[src/rtl/alu.sv]
// Registered integer ALU: decodes a MIPS-style function code and captures result and flags with one-cycle latency.
// Optional feature: define ALU_VAR_SHIFT_EN to add the variable shifts SLLV/SRLV/SRAV.
module alu #(
    parameter int NB_DATA = 8,
    parameter int NB_OP   = 6
) (
    input  logic               i_clk,
    input  logic               i_rst_n,
    input  logic               i_valid,
    input  logic [NB_DATA-1:0] i_data_a,
    input  logic [NB_DATA-1:0] i_data_b,
    input  logic [NB_OP-1:0]   i_op,
    output logic [NB_DATA-1:0] o_result,
    output logic               o_valid,
    output logic               o_zero,
    output logic               o_carry,
    output logic               o_overflow,
    output logic               o_illegal
);

    localparam logic [NB_OP-1:0] OP_ADD  = NB_OP'(6'b100000);
    localparam logic [NB_OP-1:0] OP_SUB  = NB_OP'(6'b100010);
    localparam logic [NB_OP-1:0] OP_AND  = NB_OP'(6'b100100);
    localparam logic [NB_OP-1:0] OP_OR   = NB_OP'(6'b100101);
    localparam logic [NB_OP-1:0] OP_XOR  = NB_OP'(6'b100110);
    localparam logic [NB_OP-1:0] OP_NOR  = NB_OP'(6'b100111);
    localparam logic [NB_OP-1:0] OP_SRA  = NB_OP'(6'b000011);
    localparam logic [NB_OP-1:0] OP_SRL  = NB_OP'(6'b000010);
    localparam logic [NB_OP-1:0] OP_SLL  = NB_OP'(6'b000000);
`ifdef ALU_VAR_SHIFT_EN
    localparam logic [NB_OP-1:0] OP_SLLV = NB_OP'(6'b000100);
    localparam logic [NB_OP-1:0] OP_SRLV = NB_OP'(6'b000110);
    localparam logic [NB_OP-1:0] OP_SRAV = NB_OP'(6'b000111);
    localparam int               NB_SH   = $clog2(NB_DATA);
`endif

    localparam int MSB = NB_DATA - 1;

    logic [NB_DATA-1:0] w_result;
    logic               w_carry;
    logic               w_overflow;
    logic               w_illegal;
    logic [NB_DATA:0]   w_add;
    logic [NB_DATA:0]   w_sub;

    logic [NB_DATA-1:0] r_result;
    logic               r_valid;
    logic               r_zero;
    logic               r_carry;
    logic               r_overflow;
    logic               r_illegal;

    // Extra top bit holds unsigned carry-out for ADD and borrow for SUB.
    assign w_add = {1'b0, i_data_a} + {1'b0, i_data_b};
    assign w_sub = {1'b0, i_data_a} - {1'b0, i_data_b};

`ifdef ALU_VAR_SHIFT_EN
    logic [NB_SH-1:0] w_shamt;
    logic [NB_DATA:0] w_sllv;
    logic [NB_DATA:0] w_srlv;
    logic [NB_DATA:0] w_srav;

    // One guard bit beyond the operand catches the last bit shifted out; it stays 0 when s=0.
    assign w_shamt = i_data_b[NB_SH-1:0];
    assign w_sllv  = {1'b0, i_data_a} << w_shamt;
    assign w_srlv  = {i_data_a, 1'b0} >> w_shamt;
    assign w_srav  = $unsigned($signed({i_data_a, 1'b0}) >>> w_shamt);
`endif

    always_comb begin
        w_result   = '0;
        w_carry    = 1'b0;
        w_overflow = 1'b0;
        w_illegal  = 1'b0;
        case (i_op)
            OP_ADD: begin
                w_result   = w_add[NB_DATA-1:0];
                w_carry    = w_add[NB_DATA];
                w_overflow = (i_data_a[MSB] == i_data_b[MSB]) && (w_add[MSB] != i_data_a[MSB]);
            end
            OP_SUB: begin
                w_result   = w_sub[NB_DATA-1:0];
                w_carry    = w_sub[NB_DATA];
                w_overflow = (i_data_a[MSB] != i_data_b[MSB]) && (w_sub[MSB] != i_data_a[MSB]);
            end
            OP_AND: w_result = i_data_a & i_data_b;
            OP_OR:  w_result = i_data_a | i_data_b;
            OP_XOR: w_result = i_data_a ^ i_data_b;
            OP_NOR: w_result = ~(i_data_a | i_data_b);
            OP_SRA: begin
                w_result = {i_data_a[MSB], i_data_a[MSB:1]};
                w_carry  = i_data_a[0];
            end
            OP_SRL: begin
                w_result = {1'b0, i_data_a[MSB:1]};
                w_carry  = i_data_a[0];
            end
            OP_SLL: begin
                w_result = {i_data_a[MSB-1:0], 1'b0};
                w_carry  = i_data_a[MSB];
            end
`ifdef ALU_VAR_SHIFT_EN
            OP_SLLV: {w_carry, w_result} = w_sllv;
            OP_SRLV: {w_result, w_carry} = w_srlv;
            OP_SRAV: {w_result, w_carry} = w_srav;
`endif
            default: w_illegal = 1'b1;
        endcase
    end

    always_ff @(posedge i_clk or negedge i_rst_n) begin
        if (!i_rst_n) begin
            r_result   <= '0;
            r_valid    <= 1'b0;
            r_zero     <= 1'b0;
            r_carry    <= 1'b0;
            r_overflow <= 1'b0;
            r_illegal  <= 1'b0;
        end else begin
            r_valid <= i_valid;
            if (i_valid) begin
                r_result   <= w_result;
                r_zero     <= (w_result == '0);
                r_carry    <= w_carry;
                r_overflow <= w_overflow;
                r_illegal  <= w_illegal;
            end
        end
    end

    assign o_result   = r_result;
    assign o_valid    = r_valid;
    assign o_zero     = r_zero;
    assign o_carry    = r_carry;
    assign o_overflow = r_overflow;
    assign o_illegal  = r_illegal;

endmodule

[config.mk]
export PLATFORM = sky130hd
export DESIGN_NAME = alu
export DESIGN_NICKNAME = d
export VERILOG_FILES = /design/src/rtl/alu.sv
export SDC_FILE = /design/constraint.sdc
export NUM_CORES = 1
export LEC_CHECK = 0
export BUFFER_PORTS_ARGS = -buffer_cell sky130_fd_sc_hd__clkbuf_2
export CAP_MARGIN = 10
export CORE_AREA = 2 2 73 75
export DETAILED_ROUTE_END_ITERATION = 8
export DIE_AREA = 0 0 75 77
export PLACE_DENSITY_LB_ADDON = 0.15
export SYNTH_ARGS = -nofsm -noshare
export SYNTH_HDL_FRONTEND = slang
export SYNTH_SLANG_ARGS = --single-unit
[constraint.sdc]
create_clock -name i_clk -period 1.54 [get_ports i_clk]
set_clock_uncertainty 0.15 [all_clocks]
set_input_delay 0.462 -clock i_clk [delete_from_list [all_inputs] [get_ports i_clk]]
set_output_delay 0.462 -clock i_clk [all_outputs]
set_load 0.1 [all_outputs]
# Word-level counts from Yosys, hierarchy flattened
# Index checks and enable logic that the tools add are counted.
# word_totals
elab_cells	34
register_bits	13
out_inout_bits	13
in_bits	25
# op_classes
addsub	2
mux	4
reduce_logical	6
bitwise_logic	4
n_eq_ne	12
# op_table
op	count
$pmux 8 s9	1
$eq 6x6->1 const B	6
$eq 6x2->1 const B	2
$add 8x8->9	1
$reduce_or 9->1	1
$sub 8x8->9	1
$and 8x8->8	1
$logic_not 8->1	1
$not 8->8	1
$or 8x8->8	1
$xor 8x8->8	1
$logic_not 6->1	1
$pmux 1 s4	1
$ne 1x1->1	3
$logic_and 1x1->1	2
$pmux 1 s2	1
$reduce_or 2->1	1
$eq 1x1->1	1
$mux 1	1

# Depth between registers and ports, before layout
# Gate-level depths: netlist (run 1).
# depth
ltp_word	4
ltp_mapped	11
ltp_nobuf	11

# Worst setup path before layout (run 1)
# Ideal clock, no wire load.
# synth_timing
path_kind	in2reg
start	input port i_data_a[0]
end	register r_zero, in the netlist o_zero
required_ns	1.319
path_buffers	0
slack_ns	-1.005
cell_stages	11
setup_time_ns	0.071
arrival_ns	2.324
path_cell_list	inv_1 ha_1 inv_1 fa_1 nor2b_1 o31a_1 a221oi_1 o21bai_1 nand2_1 nor4_2 a32o_2
# synth_between
elab_chain_len	4
word_cells_on_any_way	8
cone_classes	2 x add/sub; 1 x mux; 4 x bitwise; 1 x reduce/logical
# synth_lines
element	line	text
from (decl)	10	input logic [NB_DATA-1:0] i_data_a,
branches (longest 2 deep; another with $sub 8x8->9)	n/a	
$pmux 8 s9 *	75	case (i_op)
$logic_not 8->1 *	123	r_zero <= (w_result == '0);
to (signal assigned)	123	
to (decl)	48	logic r_zero;
# Every way passes the cells marked *.
# A chain may end at the register's enable or synchronous reset.

# Worst setup path in the final report (run 1)
# Ends and elaborated chain as after synthesis.

==> metrics.csv, run 1 <==
stage;metric;value;unit
status;status;complete, but fails checks;
status;violations;negative setup slack;
die;die_h;77;um
clocking;htree_levels;1;
logic_synthesis;ys_ff_latch;13;
grt;grt_pass1_wl;10.27;mm
layout;drive_gt1_share;55.41;%
routing;dr.first_iter.drc_count;94;
logic_synthesis;synth_most_common_cell;ha_1;
clocking;clock-sinks;13;
logic_synthesis;ys_types;55;
logic_synthesis;synth_area_leaders;dfrtp_1 17%, ha_1 16%, a21oi_1 5.8%;
placed_design;io_buffers;37;
power_and_ir_drop;p_leak;1.664;nW
critical_path;endpoint_kind;register;
grt;antenna_found_initial;0;
clocking;clockRootBuffer;clkbuf_8;
logic_synthesis;synth_edf_count;0;
sta;finalSetupViolCount;11;
grt;grt_overflow_total;0;
routing;vias;2358;
logic_synthesis;yosysSeqAreaShare;17.02;%
placed_design;hpwl;4.905;mm
sta;slew_violations;0;
critical_path;reg2reg_depth;1;
layout;n_antenna_cell;0;
placed_design;gp_congestion;0.8732;
power_and_ir_drop;total_power;2.033;mW
job;cap_violations;0;
sta;slew_headroom;74.55;%
routing;wl_per_cell;14.88;um
routing;first_pass_iters;4;
routing;antenna_left;0;
grt;grt_max_degree;21;
logic_synthesis;synthArstFlopShare;100.0;%
sta;clock.fmax;399.3;MHz
logic_synthesis;avgSynthCellArea;7.868;um^2
clocking;cts_tree;built;
logic_synthesis;synth_cells;243;
die;initial_core_util;38.41;%
routing;routed_wl;6.547;mm
critical_path;cp_max_fo;3;
sta;worst_slack;-0.9642;ns
routing;drc_errors;0;
critical_path;path_class;in -> reg;
logic_synthesis;yosysTopAreaCell;dfrtp_1;
sta;min_period;2.504;ns
critical_path;critPathRequiredTime;1.57;ns
logic_synthesis;synth_warnings;0;
min_path;hp-class;reg -> reg;
sta;hold_viol;0;
routing;via_per_inst;5.359;
grt;grt_use_total;22.21;%
critical_path;r2r_slack;0.60;ns
die;core-area;4977;um^2
logic_synthesis;synth_top_cell_area_share;17.02;%
grt;grt_pass1_vias;2288;
clocking;path_clk_slew;0.05;ns
clocking;numCtsBuffers;3;
die;rows;26;
min_path;whs_path_depth;1;
power_and_ir_drop;powerDensity;560.6;nW/um^2
logic_synthesis;synth_nets;294;
sta;worstMarginPinSlew;0.3788;ns
logic_synthesis;synthTopCellsByCount;24 x ha_1, 23 x inv_1, 22 x a21oi_1, 22 x nor2_1, 13 x dfrtp_1;
min_path;hp-start;o_result[0];
sta;fin_setup_tns;-7.103;ns
layout;areaGrowthSynthToFinish;89.66;%
clocking;clkLatencyLatePin;0.24;ns
critical_path;rr_startpoint;o_overflow;
power_and_ir_drop;ir_drop;0.0003390;V
layout;nets;422;
die;die_x;75;um
critical_path;worstSetupStartpointType;input pin;
logic_synthesis;syn-cell-area;1912;um^2
clocking;cts_buffer_depth;2;
critical_path;cp.arrival;2.53;ns
die;ios;38;
sta;fin_crit_sh;162.6;%
die;die_area;5775;um^2
min_path;min_to;o_result[0];
sta;rsz0062_at_grt;yes;
critical_path;reg2reg_to;o_overflow;
logic_synthesis;synth_ff_type;dfrtp_1;
worst max path at each step:
| stage | to | from | slack (ns) | cells past startpoint |
|---|---|---|---|---|
| after floorplan | o_zero | i_data_a[0] | -0.86 | 11 |
| after global placement | o_zero | i_data_a[0] | -1.21 | 12 |
| after detailed placement | o_zero | i_data_a[0] | -1.26 | 12 |
| after CTS | o_zero | i_data_a[0] | -0.89 | 12 |
| after global routing | o_zero | i_data_a[0] | -1.06 | 12 |
| final | o_zero | i_data_a[0] | -0.96 | 12 |
layout make-up:
| class | count | area (um^2) |
|---|---|---|
| Tap cell | 70 | 87.58 |
| Clock buffer | 4 | 45.04 |
| Multi-Input combinational cell | 192 | 1812 |
| Inverter | 23 | 102.6 |
| Sequential cell | 13 | 325.3 |
| Timing Repair Buffer | 138 | 1254 |
| Fill cell | 370 | 1351 |
repair_timing:
action / 4_1_cts / 5_1_grt
pin swaps: 22 / 19
gates resized for setup: 36 / 42
hold endpoints to repair: 13 / 0
buffers inserted: 8 / 3
hold buffers: 1 / 0
endpoints found under the setup margin: 11 / 11
critical path: stages:
cell and delay (ns):
clkbuf_16 0.14, inv_12 0.05, ha_4 0.12, inv_2 0.04
fa_2 0.35, o211ai_1 0.22, o31ai_2 0.10, a32o_1 0.22
a221oi_2 0.25, nand4b_1 0.15, nor4_2 0.23, a32o_2 0.19
through the flow:
| stage | util, % | hold WS, ns | cells | setup WS (ns) | cell area (um^2) |
|---|---|---|---|---|---|
| floorplan | - | 0.01641 | 243 | -0.8587 | 2066 |
| global placement | 62.44 | 0.2137 | 426 | -1.206 | 3108 |
| detailed placement | 62.44 | 0.2173 | 426 | -1.255 | 3108 |
| CTS | 68.63 | 0.4087 | 438 | -0.8949 | 3416 |
| global route | 72.85 | 0.4219 | 440 | -1.062 | 3626 |
| finish | 72.85 | 0.4118 | 440 | -0.9642 | 3626 |
kinds of logic (layout without fill, tap and decap cells):
logic type	after synthesis	count (layout)	share of synthesized area, %
flip-flops	13	13	17.02
AO/OA/AOI/OAI	75	75	27.09
adder cells (fa/ha/maj)	26	26	17.80
AND/OR/NAND/NOR	75	75	21.73
buffers and inverters	38	165	8.508
multiplexers	6	6	3.272
XOR/XNOR	10	10	4.581
per-layer routing:
metal	GRT usage, %	up-vias	routed length (um)
met3	1.314	21	283
li1	-	1136	-
met5	0	-	0
met2	37.54	66	3260
met1	28.97	1135	2761
met4	8.214	0	241
registers in the layout (all words and copies together) (netlist names):
signal / cells
o_result: 8
o_carry: 1
o_illegal: 1
o_overflow: 1
o_valid: 1
o_zero: 1
layout by cell type (no fill, tap or decap), drive strengths merged, types with 4 or more instances in the layout:
| cell type | Yosys | layout |
|---|---|---|
| a221oi | 4 | 4 |
| nor2b | 7 | 7 |
| clkbuf | 8 | 25 |
| o211ai | 4 | 4 |
| nand2 | 8 | 8 |
| nor3 | 9 | 9 |
| xor2 | 5 | 5 |
| mux2i | 4 | 4 |
| nand2b | 5 | 5 |
| a211oi | 10 | 10 |
| inv | 23 | 22 |
| nand3 | 4 | 4 |
| a21oi | 22 | 22 |
| buf | 7 | 116 |
| dfrtp | 13 | 13 |
| ha | 24 | 24 |
| o21ai | 7 | 7 |
| xnor2 | 5 | 5 |
| nor2 | 22 | 22 |
where the power goes:
group / switching (mW) / internal [mW]
Sequential: 0.0390 / 0.377
Clock: 0.115 / 0.182
Combinational: 0.705 / 0.615
Total: 0.859 / 1.17
Power figures use the tool's default switching activity.
==> run 2: changes to the inputs <==
--- a/config.mk
+++ b/config.mk
@@ -11,6 +11,7 @@
 export DETAILED_ROUTE_END_ITERATION = 8
 export DIE_AREA = 0 0 75 77
 export PLACE_DENSITY_LB_ADDON = 0.15
+export SETUP_SLACK_MARGIN = 0.15
 export SYNTH_ARGS = -nofsm -noshare
 export SYNTH_HDL_FRONTEND = slang
 export SYNTH_SLANG_ARGS = --single-unit
==> metrics.csv, run 2 (synthesis gave the netlist of run 1 again) <==
stage;metric;value;unit
placed_design;io_buffers;37;
critical_path;cp_max_fo;3;
sta;slew_violations;0;
layout;nets;418;
sta;clock.fmax;404.3;MHz
routing;first_pass_iters;4;
placed_design;hpwl;4.799;mm
grt;antenna_found_initial;0;
routing;vias;2240;
die;die_area;5775;um^2
routing;routed_wl;6.146;mm
sta;fin_crit_sh;160.6;%
power_and_ir_drop;total_power;2.009;mW
sta;rsz0062_at_grt;yes;
power_and_ir_drop;p_leak;1.635;nW
placed_design;gp_congestion;0.9025;
die;rows;26;
clocking;path_clk_slew;0.05;ns
grt;grt_overflow_total;0;
routing;via_per_inst;5.138;
critical_path;worstSetupStartpointType;input pin;
placed_design;pre_cts_ws;-1.260;ns
clocking;clockRootBuffer;clkbuf_8;
critical_path;cp.arrival;2.50;ns
clocking;cts_tree;built;
routing;wl_per_cell;14.10;um
clocking;cts_buffer_depth;2;
die;die_x;75;um
sta;worst_slack;-0.9332;ns
sta;finalSetupViolCount;11;
layout;drive_gt1_share;57.38;%
critical_path;endpoint_kind;register;
layout;final_cell_mix;82 x buf_4, 21 x nor2_1, 18 x inv_1, 18 x ha_1, 18 x clkbuf_2;
sta;worstMarginPinSlew;0.4915;ns
clocking;clkLatencyLatePin;0.24;ns
routing;dr.first_iter.drc_count;82;
sta;whs;0.3837;ns
clocking;htree_levels;1;
layout;fill_cells;386;
critical_path;critPathRequiredTime;1.57;ns
layout;n_antenna_cell;0;
layout;mostFrequentLayoutCell;buf_4;
job;cap_violations;0;
layout;areaGrowthSynthToFinish;86.45;%
routing;drc_errors;0;
critical_path;path_class;in -> reg;
sta;slew_headroom;67.15;%
layout;largest_reg_flops;8;
grt;grt_use_total;21.63;%
die;initial_core_util;38.41;%
status;status;complete, but fails checks;
clocking;numCtsBuffers;3;
status;violations;negative setup slack;
power_and_ir_drop;ir_drop;0.0004200;V
min_path;hp-class;reg -> reg;
power_and_ir_drop;powerDensity;563.6;nW/um^2
grt;grt_max_degree;21;
die;ios;38;
grt;grt_pass1_wl;9.998;mm
grt;grt_pass1_vias;2143;
sta;min_period;2.473;ns
sta;hold_viol;0;
sta;fin_setup_tns;-7.282;ns
die;die_h;77;um
routing;antenna_left;0;
clocking;clock-sinks;13;
die;core-area;4977;um^2
-- run 2: cell types whose count changed in the layout (fill, tap and decap cells not counted), moves of 2 or more --
cell	before	now
o21bai_1	2	0
o22ai_2	2	0
nor3_1	5	3
o21ai_2	4	1
buf_2	0	2
ha_2	0	2
o22ai_1	0	2
buf_4	89	82
dfrtp_1	13	1
dfrtp_2	0	12
o21bai_2	0	2
nor3_2	4	6
-- run 2: path summary, 6_finish.rpt --
kind | start | endpoint | slack, ns | depth (start not counted)
max in group asynchronous | i_rst_n | o_result[3] | 0.49 | 2
max reg2reg | o_zero | o_zero | 0.53 | 2
min | o_result[5] | o_result[5] | 0.38 | 2
min in group asynchronous | i_rst_n | o_zero | 0.50 | 2
min reg2reg | o_result[5] | o_result[5] | 0.38 | 2
max | i_data_a[0] | o_zero | -0.93 | 12
-- run 2: final cells by class --
type | instances | area [um^2] | share of cell area [%]
flip-flops and latches | 13 | 340.3 | 9.547
clock buffers | 4 | 45.04 | 1.264
repair buffers | 134 | 1226 | 34.40
multi-input cells | 192 | 1763 | 49.46
inverters | 23 | 102.6 | 2.878
well taps | 70 | 87.58 | 2.457
-- run 2: repair_timing --
| action | in CTS | in global routing |
|---|---|---|
| gates resized for setup | 32 | 36 |
| setup endpoints to repair | 24 | 25 |
| hold buffers | 1 | 0 |
| pin swaps | 15 | 22 |
| hold endpoints to repair | 13 | 0 |
| setup buffers | 6 | 8 |
-- run 2: worst max-delay path: stages --
cell	delay [ns]
clkbuf_16	0.14
inv_12	0.05
ha_4	0.12
inv_2	0.04
fa_2	0.34
o211ai_1	0.21
o31ai_2	0.10
a32o_2	0.24
a221oi_2	0.22
nand4b_1	0.15
nor4_2	0.23
a32o_2	0.20
-- run 2: where the power goes --
group	switching, mW	total (mW)	internal (mW)
clock network	0.118	0.301	0.183
registers	0.0358	0.418	0.383
logic	0.687	1.29	0.603
-- run 2: layer usage --
metal,wire (um),vias to the layer above,GRT usage (%)
li1,-,1120,-
met1,2675,1047,29.14
met2,3112,63,36.32
met3,289,10,1.840
met4,68,0,5.714
met5,0,-,0
-- run 2: stage by stage --
step | utilization (%) | cells | area (um^2)
after detailed placement | 61.87 | 417 | 3079
after global placement | 61.87 | 417 | 3079
final | 71.62 | 436 | 3565
after floorplan | - | 243 | 2125
after CTS | 67.12 | 428 | 3341
after global routing | 71.62 | 436 | 3565
==> run 3: changes to the inputs <==
--- a/config.mk
+++ b/config.mk
@@ -10,7 +10,6 @@
 export CORE_AREA = 2 2 73 75
 export DETAILED_ROUTE_END_ITERATION = 8
 export DIE_AREA = 0 0 75 77
-export PLACE_DENSITY_LB_ADDON = 0.15
 export SETUP_SLACK_MARGIN = 0.15
 export SYNTH_ARGS = -nofsm -noshare
 export SYNTH_HDL_FRONTEND = slang
==> metrics.csv, run 3 (synthesis gave the netlist of run 1 again) <==
stage;metric;value;unit
status;status;complete, but fails checks;
status;violations;negative setup slack;
critical_path;cp.arrival;2.41;ns
power_and_ir_drop;powerDensity;571.6;nW/um^2
sta;slew_violations;0;
sta;fin_crit_sh;154.7;%
min_path;hp-start;o_result[0];
clocking;cts_buffer_depth;2;
clocking;clockRootBuffer;clkbuf_8;
placed_design;io_buffers;37;
power_and_ir_drop;p_leak;1.552;nW
die;ios;38;
layout;n_antenna_cell;0;
job;cap_violations;0;
die;die_area;5775;um^2
layout;finish.utilization;67.65;%
sta;rsz0062_at_grt;yes;
clocking;cts_tree;built;
power_and_ir_drop;p_seq_share;21.8;%
clocking;htree_levels;1;
critical_path;cpPeakStageDelay;0.34;ns
die;die_h;77;um
routing;dr.first_iter.drc_count;96;
layout;mostFrequentLayoutCell;buf_4;
grt;grt_pass1_vias;2089;
sta;min_period;2.383;ns
sta;fin_setup_tns;-6.481;ns
critical_path;rr_startpoint;o_zero;
layout;areaGrowthSynthToFinish;76.11;%
routing;via_per_inst;5.099;
grt;grt_max_degree;21;
critical_path;endpoint_kind;register;
placed_design;hpwl;4.696;mm
sta;hold_viol;0;
routing;first_pass_iters;4;
critical_path;path_class;in -> reg;
routing;antenna_left;0;
clocking;clock-sinks;13;
placed_design;gp_congestion;0.9037;
sta;clock.fmax;419.6;MHz
grt;antenna_found_initial;0;
die;rows;26;
layout;drive_gt1_share;52.68;%
power_and_ir_drop;p_switching;0.8021;mW
power_and_ir_drop;internal-power;1.123;mW
routing;drc_errors;0;
routing;vias;2167;
routing;wl_per_cell;13.60;um
power_and_ir_drop;swShare;41.67;%
critical_path;cp_max_fo;3;
grt;grt_pass1_wl;9.584;mm
power_and_ir_drop;clkPwrFrac;15.2;%
die;die_x;75;um
layout;largest_reg_flops;8;
critical_path;worstSetupStartpointType;input pin;
critical_path;worst_path_most_repeated_cell;a32o_2;
critical_path;crit_chain;clkbuf_16, inv_12, ha_4, inv_2, fa_2, o211ai_1, o31ai_1, a32o_2, a221oi_2, nand4b_1, nor4_2, a32o_2;
sta;worstMarginPinSlew;0.4285;ns
clocking;numCtsBuffers;3;
die;initial_core_util;38.41;%
critical_path;cpMaxStageDelayCell;fa_2;
min_path;hp-class;reg -> reg;
clocking;clkLatencyLatePin;0.24;ns
routing;routed_wl;5.782;mm
grt;grt_overflow_total;0;
sta;finalSetupViolCount;11;
grt;grt_use_total;20.60;%
layout;nets;407;
power_and_ir_drop;comb_power_share;63.0;%
layout;final_cell_mix;79 x buf_4, 20 x nor2_1, 18 x inv_1, 18 x ha_1, 18 x clkbuf_2;
sta;worst_slack;-0.8430;ns
critical_path;crit_path_start;i_data_a[0];
critical_path;critPathBufInv;3;
power_and_ir_drop;ir_drop;0.0004307;V
layout;fill_cells;399;
die;core-area;4977;um^2
critical_path;critPathRequiredTime;1.57;ns
sta;slew_headroom;71.26;%
clocking;path_clk_slew;0.05;ns
critical_path;cp_top_family;compound AO/OA/AOI/OAI gates;
## run 3: cell types whose count changed in the layout (fill, tap and decap cells not counted), moves of 3 or more
| cell | delta |
|---|---|
| nor3_2 | -5 |
| nor3_1 | +5 |
| buf_4 | -3 |
| a21oi_1 | +3 |
| buf_6 | -5 |
## run 3: timing repair
action / in CTS / in global routing
pin swaps: 13 / 9
hold buffers: 1 / 0
buffers inserted: 6 / 2
gates resized for setup: 22 / 26
endpoints found under the setup margin: 24 / 24
endpoints found under the hold margin: 13 / 0
## run 3: final cells by class
type	instances	area, um^2	area share (%)
Tap cell	70	87.58	2.601
Clock buffer	4	45.04	1.338
Multi-Input combinational cell	192	1683	49.98
Sequential cell	13	340.3	10.11
Timing Repair Buffer	123	1109	32.92
Inverter	23	102.6	3.047
## run 3: path summary, 6_finish.rpt
path	slack (ns)	to	cells after the start
max in group asynchronous	0.47	o_result[6]	2
worst max-delay path	-0.84	o_zero	12
worst max register to register	0.41	o_zero	3
worst min register to register	0.39	o_result[0]	1
min in group asynchronous	0.52	o_zero	2
worst min-delay path	0.39	o_result[0]	1
## run 3: metrics by stage
stage	std cells	area [um^2]	worst slack, ns	total power, mW	hold slack, ns
after floorplan	243	2125	-0.8587	1.066	0.01641
after global placement	412	3029	-1.197	1.503	0.2130
after detailed placement	412	3029	-1.281	1.521	0.2183
after CTS	423	3249	-0.8971	1.886	0.3981
after global routing	425	3367	-1.011	2.039	0.4019
final	425	3367	-0.8430	1.925	0.3901
## run 3: metal layers
layer	GRT usage, %	part of all wire, %	vias up
li1	-	-	1098
met1	27.42	45	1000
met2	35.96	50	60
met3	1.314	3.7	9
met4	3.929	1.3	0
met5	0	0	-
## run 3: power by group through the flow
stage | clock [mW] | combinational (mW) | sequential, mW
global route | 0.319 | 1.30 | 0.424
detailed placement | 0 | 1.09 | 0.427
floorplan | 0 | 0.404 | 0.662
global placement | 0 | 1.08 | 0.425
finish | 0.293 | 1.21 | 0.420
CTS | 0.302 | 1.16 | 0.421
